### config.mk
export PLATFORM = sky130hd
export DESIGN_NAME = fxmul_arbiter_flat
export DESIGN_NICKNAME = d
export VERILOG_FILES = /design/src/rtl/fxmul_pkg.sv /design/src/rtl/fxmul_if.sv /design/src/rtl/fxmul_pipe.sv /design/src/rtl/fxmul_arbiter.sv /design/src/flat_wrapper.sv
export SDC_FILE = /design/constraint.sdc
export NUM_CORES = 2
export LEC_CHECK = 0
export CORE_MARGIN = 3
export CORE_UTILIZATION = 55
export DETAILED_ROUTE_END_ITERATION = 7
export GPL_TIMING_DRIVEN = 0
export PLACE_DENSITY = 0.82
export RECOVER_POWER = 25
export SETUP_SLACK_MARGIN = 0.15
export SYNTH_ARGS = -nofsm -noshare
export SYNTH_HDL_FRONTEND = slang
export SYNTH_SLANG_ARGS = --single-unit
### constraint.sdc
create_clock -name clock -period 15 [get_ports clock]
set_clock_uncertainty 0.05 [all_clocks]
set_input_delay 3 -clock clock [delete_from_list [all_inputs] [get_ports clock]]
set_output_delay 3 -clock clock [all_outputs]
set_load 0.005 [all_outputs]
### src/rtl/fxmul_pkg.sv
// Shared types and helpers for the fxmul arbiter slice.
// FXMUL_SAT_EN selects saturating instead of wrapping results.
package fxmul_pkg;

  localparam int WORD_W    = 32;
  localparam int FRAC_BITS = 10;
  localparam int PROD_W    = 2 * WORD_W;
  localparam int MAX_REQ   = 8;

  typedef struct packed {
    logic       found;
    logic [2:0] idx;
  } rr_pick_t;

  function automatic rr_pick_t rr_pick(
    input logic [MAX_REQ-1:0] valid,
    input logic [2:0]         ptr,
    input int                 n
  );
    rr_pick_t r;
    int       k;
    r = '0;
    for (int i = 0; i < MAX_REQ; i++) begin
      k = (int'(ptr) + i) % n;
      if (i < n && !r.found && valid[k[2:0]]) begin
        r.found = 1'b1;
        r.idx   = k[2:0];
      end
    end
    return r;
  endfunction

  function automatic logic [WORD_W-1:0] fx_result(
    input logic signed [PROD_W-1:0] p
  );
    logic [WORD_W-1:0] r;
    r = p[WORD_W+FRAC_BITS-1:FRAC_BITS];
`ifdef FXMUL_SAT_EN
    // upper bits must all match the result sign bit
    if (p[PROD_W-1:WORD_W+FRAC_BITS-1] !=
        {(PROD_W-WORD_W-FRAC_BITS+1){p[PROD_W-1]}}) begin
      r = p[PROD_W-1] ? 32'h8000_0000 : 32'h7FFF_FFFF;
    end
`endif
    return r;
  endfunction

endpackage

### src/rtl/fxmul_if.sv
// Requester-side bundle of the shared fixed-point multiplier:
// per-requester operand handshake plus one-hot response strobe.
interface fxmul_if
  import fxmul_pkg::*;
#(
  parameter int NUM_REQ = 4
);
  logic [NUM_REQ-1:0]             req_valid;
  logic [NUM_REQ-1:0]             req_ready;
  logic [NUM_REQ-1:0][WORD_W-1:0] req_a;
  logic [NUM_REQ-1:0][WORD_W-1:0] req_b;
  logic [NUM_REQ-1:0]             rsp_valid;
  logic [WORD_W-1:0]              rsp_data;
  logic                           idle;

  modport master (
    output req_valid, req_a, req_b,
    input  req_ready, rsp_valid, rsp_data, idle
  );

  modport slave (
    input  req_valid, req_a, req_b,
    output req_ready, rsp_valid, rsp_data, idle
  );
endinterface

### src/rtl/fxmul_pipe.sv
// LATENCY-stage Q22.10 multiply pipeline carrying a one-hot id;
// a non-zero id marks a valid stage.
module fxmul_pipe
  import fxmul_pkg::*;
#(
  parameter int NUM_REQ = 4,
  parameter int LATENCY = 3
) (
  input  logic               clock,
  input  logic               reset_n,
  input  logic [NUM_REQ-1:0] in_id,
  input  logic [WORD_W-1:0]  in_a,
  input  logic [WORD_W-1:0]  in_b,
  output logic [NUM_REQ-1:0] out_id,
  output logic [WORD_W-1:0]  out_data,
  output logic               busy
);

  localparam int NPS = (LATENCY > 2) ? LATENCY - 2 : 1;

  logic [WORD_W-1:0]        a_q, a_d;
  logic [WORD_W-1:0]        b_q, b_d;
  logic [NUM_REQ-1:0]       id_q, id_d;
  logic signed [PROD_W-1:0] prod_q [NPS];
  logic signed [PROD_W-1:0] prod_d [NPS];
  logic [NUM_REQ-1:0]       pid_q [NPS];
  logic [NUM_REQ-1:0]       pid_d [NPS];
  logic [NUM_REQ-1:0]       rid_q, rid_d;
  logic [WORD_W-1:0]        res_q, res_d;

  logic signed [PROD_W-1:0] mul;
  logic signed [PROD_W-1:0] last_p;
  logic [NUM_REQ-1:0]       last_id;

  always_comb begin
    a_d  = (|in_id) ? in_a : a_q;
    b_d  = (|in_id) ? in_b : b_q;
    id_d = in_id;
    mul  = PROD_W'($signed(a_q)) *
           PROD_W'($signed(b_q));
    prod_d[0] = mul;
    pid_d[0]  = id_q;
    for (int i = 1; i < NPS; i++) begin
      prod_d[i] = prod_q[i-1];
      pid_d[i]  = pid_q[i-1];
    end
    // with only two stages the product feeds the result stage directly
    if (LATENCY > 2) begin
      last_p  = prod_q[NPS-1];
      last_id = pid_q[NPS-1];
    end else begin
      last_p  = mul;
      last_id = id_q;
    end
    rid_d = last_id;
    res_d = (|last_id) ? fx_result(last_p) : '0;
    busy  = (|id_q) | (|rid_q);
    if (LATENCY > 2) begin
      for (int i = 0; i < NPS; i++) begin
        busy = busy | (|pid_q[i]);
      end
    end
  end

  always_ff @(posedge clock or negedge reset_n) begin
    if (!reset_n) begin
      a_q   <= '0;
      b_q   <= '0;
      id_q  <= '0;
      rid_q <= '0;
      res_q <= '0;
      for (int i = 0; i < NPS; i++) begin
        prod_q[i] <= '0;
        pid_q[i]  <= '0;
      end
    end else begin
      a_q   <= a_d;
      b_q   <= b_d;
      id_q  <= id_d;
      rid_q <= rid_d;
      res_q <= res_d;
      for (int i = 0; i < NPS; i++) begin
        prod_q[i] <= prod_d[i];
        pid_q[i]  <= pid_d[i];
      end
    end
  end

  assign out_id   = rid_q;
  assign out_data = res_q;

endmodule

### src/rtl/fxmul_arbiter.sv
// Round-robin share of one Q22.10 multiplier among NUM_REQ requesters.
// Define FXMUL_SAT_EN for saturating results.
module fxmul_arbiter
  import fxmul_pkg::*;
#(
  parameter int NUM_REQ = 4,
  parameter int LATENCY = 3
) (
  input logic  clock,
  input logic  reset_n,
  fxmul_if.slave bus
);

  localparam int PW = (NUM_REQ > 1) ? $clog2(NUM_REQ) : 1;

  logic [PW-1:0]      ptr_q, ptr_d;
  logic [MAX_REQ-1:0] valid_ext;
  rr_pick_t           pick;
  logic [NUM_REQ-1:0] grant;
  logic [WORD_W-1:0]  sel_a, sel_b;
  logic               busy;

  always_comb begin
    valid_ext = '0;
    valid_ext[NUM_REQ-1:0] = bus.req_valid;
    pick  = rr_pick(valid_ext, 3'(ptr_q), NUM_REQ);
    grant = '0;
    sel_a = '0;
    sel_b = '0;
    ptr_d = ptr_q;
    // no grants while reset is held
    if (reset_n && pick.found) begin
      grant[pick.idx[PW-1:0]] = 1'b1;
      sel_a = bus.req_a[pick.idx[PW-1:0]];
      sel_b = bus.req_b[pick.idx[PW-1:0]];
      if (int'(pick.idx) == NUM_REQ - 1) begin
        ptr_d = '0;
      end else begin
        ptr_d = pick.idx[PW-1:0] + PW'(1);
      end
    end
  end

  always_ff @(posedge clock or negedge reset_n) begin
    if (!reset_n) begin
      ptr_q <= '0;
    end else begin
      ptr_q <= ptr_d;
    end
  end

  fxmul_pipe #(
    .NUM_REQ (NUM_REQ),
    .LATENCY (LATENCY)
  ) u_pipe (
    .clock    (clock),
    .reset_n  (reset_n),
    .in_id    (grant),
    .in_a     (sel_a),
    .in_b     (sel_b),
    .out_id   (bus.rsp_valid),
    .out_data (bus.rsp_data),
    .busy     (busy)
  );

  assign bus.req_ready = grant;
  assign bus.idle      = ~(|grant) & ~busy;

endmodule
### src/flat_wrapper.sv
// flat-port wrapper written by rule: the top's interface ports become plain ports
module fxmul_arbiter_flat import fxmul_pkg::*;
#(
  parameter int NUM_REQ = 4,
  parameter int LATENCY = 3
)
  (clock, reset_n, bus_req_valid, bus_req_a, bus_req_b, bus_req_ready, bus_rsp_valid, bus_rsp_data, bus_idle);
  fxmul_if #(.NUM_REQ(NUM_REQ)) bus_i ();
  input logic clock;
  input logic reset_n;
  input wire logic [$bits(bus_i.req_valid)-1:0] bus_req_valid;
  input wire logic [$bits(bus_i.req_a)-1:0] bus_req_a;
  input wire logic [$bits(bus_i.req_b)-1:0] bus_req_b;
  output wire logic [$bits(bus_i.req_ready)-1:0] bus_req_ready;
  output wire logic [$bits(bus_i.rsp_valid)-1:0] bus_rsp_valid;
  output wire logic [$bits(bus_i.rsp_data)-1:0] bus_rsp_data;
  output wire logic [$bits(bus_i.idle)-1:0] bus_idle;
  assign bus_i.req_valid = bus_req_valid;
  assign bus_i.req_a = bus_req_a;
  assign bus_i.req_b = bus_req_b;
  assign bus_req_ready = bus_i.req_ready;
  assign bus_rsp_valid = bus_i.rsp_valid;
  assign bus_rsp_data = bus_i.rsp_data;
  assign bus_idle = bus_i.idle;
  fxmul_arbiter #(.NUM_REQ(NUM_REQ), .LATENCY(LATENCY)) u_core (.clock(clock), .reset_n(reset_n), .bus(bus_i));
endmodule
==> run summary <==
Max-Cap Viols -> 1
CTS Buf Count -> 17
Cell row count -> 87
Compound-gate portion of the synthesized area -> 0.0389
Starting density of the core -> 0.559
Worst setup EP type -> output port
First-pass GRT wire length -> 156000 um
Worst-path fanout max -> 99
Final Hold Vio Count -> 0
Async SR Flop Fraction -> 1.00
Post-Synth XOR/XNOR Area -> 0.0232
Mapped Cells -> 3510
Per-cell routed wire length -> 22.5 um
Synth Register Bits -> 142
Maximum clock insertion buffer count -> 2
Critical path's top delay family -> buffers and inverters
Post-synthesis mux area share -> 0
Width of the die -> 246 um
Die area -> 60600 um2
Worst path most repeated cell -> clkbuf_1
CP cell instances -> clkbuf_1, buf_16, nand2_1, clkbuf_1, and4_1, clkdlybuf4s50_1
DR vias/cell -> 5.57
Status -> finished, violations left
Failing checks -> max-capacitance violations, max-slew violations
DR iter-0 viols -> 2057
Worst setup margin -> 4.87 ns
Placement Setup Slack -> 5.78 ns
Root Buffer Master -> clkbuf_16
Worst-skew pair later-pin latency -> 0.51 ns
YS warnings -> 0
Synth Flop Type -> dfrtp_1
Vias in the first global route -> 26700
Critical path class -> in2out
Setup_tns -> 0 ns
DP Wirelength -> 89200 um
RSZ-0062 raised after global routing -> no
Post-CTS Hold Fix Bufs -> 0
Slew @ Worst Pin -> 2.81 ns
Drt first pass iters -> 6
Clock-pin transition on the worst setup and hold timing paths -> 0.07 ns
DR vias -> 25600
P&R area growth vs syn -> 14.5%
Layout Utilization -> 0.640
Syn_area_per_cell -> 9.03 um2
# DRC -> 0
WP data arrival -> 7.08 ns
Critical path's largest stage delay -> 1.96 ns
CTS resizes -> 0
GRT Resource Usage Total -> 0.351
CP Buf/Inv Count -> 4
Global route total overflow -> 0
Max stage delay cell, worst path -> clkbuf_1
Core Region -> 56700 um2
H-tree lvl count -> 4
Final ANT Viol Nets -> 0
Critical Path RT -> 11.95 ns
CTS tree -> built
Largest family of logic cells by synthesized area -> adder cells
Number of synthesized flops with an enable pin -> 0
DP Cell Count -> 4570
IO Count -> 303
Initial antenna violation count -> 3
Register area share after synthesis -> 0.112
Synthesized area -> 31700 um2
Synthesized Nets -> 4627
Layout cells sized above 1 -> 0.0151
Layout Cells excl Fill -> 4602
Layout filler cell count -> 4748
Slew Limit Fails -> 49
Unique masters post-synth -> 50
Port bufs -> 302
Nets -> 4950
Relative slew slack -> -0.871
Tmin final -> 10.13 ns
Worst hold path type -> reg2reg
Simple-gate share of the synthesized area -> 0.216
Final setup violation count -> 0
Post-Synth Adder-Cell Area -> 0.502
CP Launch Type -> input pin
ANT cells -> 0
Largest net degree at the start of global routing -> 100
Final period util -> 0.675
CTS Sinks -> 142
Setup bufs post-CTS -> 0
WL final -> 103000 um
Fmax -> 0.0988 GHz
Die Y -> 246 um
GP Congestion -> 1.04
[through the flow]
stage	area, um2	hold slack [ns]
after floorplan	31700	0.304
after global placement	35700	0.309
after detailed placement	35700	0.329
after CTS	36300	0.348
after global routing	36300	0.350
final	36300	0.334
[cells in the final DEF (no fill, tap or decap), drive strengths merged, types with 3 or more instances in the layout]
| master | synthesis | routed |
|---|---|---|
| clkdlybuf4s50 | 0 | 301 |
| nand2b | 6 | 6 |
| a21o | 16 | 16 |
| nor2 | 20 | 20 |
| nand4 | 7 | 7 |
| a21oi | 31 | 31 |
| dfrtp | 142 | 142 |
| o21bai | 7 | 7 |
| and2 | 505 | 505 |
| clkbuf | 196 | 216 |
| nor3 | 4 | 4 |
| nor4 | 3 | 3 |
| xor2 | 17 | 17 |
| inv | 695 | 705 |
| xnor2 | 67 | 67 |
| ha | 161 | 161 |
| o31ai | 70 | 70 |
| a31oi | 4 | 4 |
| and3 | 135 | 135 |
| buf | 13 | 14 |
| fa | 694 | 694 |
| nand2 | 617 | 617 |
| o21ai | 18 | 18 |
| a211oi | 4 | 4 |
| nor2b | 44 | 44 |
| a21boi | 4 | 4 |
| nand3 | 6 | 6 |
[final timing paths]
path,start,to,slack [ns],cells after the start
min in group asynchronous,reset_n,u_core.u_pipe.last_p[14],3.35,1
max reg2reg,u_core.u_pipe.a_q[15],u_core.u_pipe.last_p[41],6.32,22
min,u_core.u_pipe.last_id[3],u_core.u_pipe.out_id[3],0.33,0
min reg2reg,u_core.u_pipe.last_id[3],u_core.u_pipe.out_id[3],0.33,0
max in group asynchronous,reset_n,u_core.u_pipe.last_p[29],9.95,1
max,reset_n,bus_idle,4.87,6
[synth_stat cells (all sizes together), types with 6 or more instances]
library cell,instances,share of area
ha,161,0.064
xor2,17,0.0047
nor2b,44,0.0087
nand2,617,0.073
nor2,20,0.0024
o21ai,18,0.0030
a21oi,31,0.0049
dfrtp,142,0.11
o31ai,70,0.017
and3,135,0.027
inv,695,0.082
nand4,7,0.0014
o21bai,7,0.0018
and2,505,0.10
nand2b,6,0.0012
nand3,6,0.00095
a21o,16,0.0038
fa,694,0.44
xnor2,67,0.019
clkbuf,196,0.023
buf,13,0.0021
[per-layer routing]
| metal | track usage | wire [um] |
|---|---|---|
| met5 | 0 | 12 |
| met4 | 0.220 | 7900 |
| met3 | 0.0977 | 11500 |
| met2 | 0.552 | 47700 |
| met1 | 0.429 | 36200 |
[state kept, by name, summed over array words and instances, names as in the netlist]
name                    cells
u_core.u_pipe.a_q          32
u_core.ptr_q                2
u_core.u_pipe.last_id       4
u_core.u_pipe.b_q          32
u_core.u_pipe.last_p       32
u_core.u_pipe.id_q          4
u_core.u_pipe.out_data     32
u_core.u_pipe.out_id        4
[final cells by class]
class | instances | area, um2 | share of cell area
repair buffers | 304 | 3050 | 0.0840
multi-input cells | 2464 | 24700 | 0.682
plain buffers | 209 | 801 | 0.0221
well taps | 756 | 946 | 0.0261
clock buffers | 18 | 429 | 0.0118
inverters | 695 | 2610 | 0.0719
clock inverters | 14 | 163 | 0.00448
flip-flops and latches | 142 | 3550 | 0.0979
[cell families after synthesis]
kind of cell    Yosys count
xor+xnor                 84
buf+inv                 904
fa+ha+maj               855
flops                   142
compound gates          173
simple gates           1352
Power is left out: the tool's default activity adds up to more than one toggle a clock period on the data nets, which glitch-free logic cannot reach.
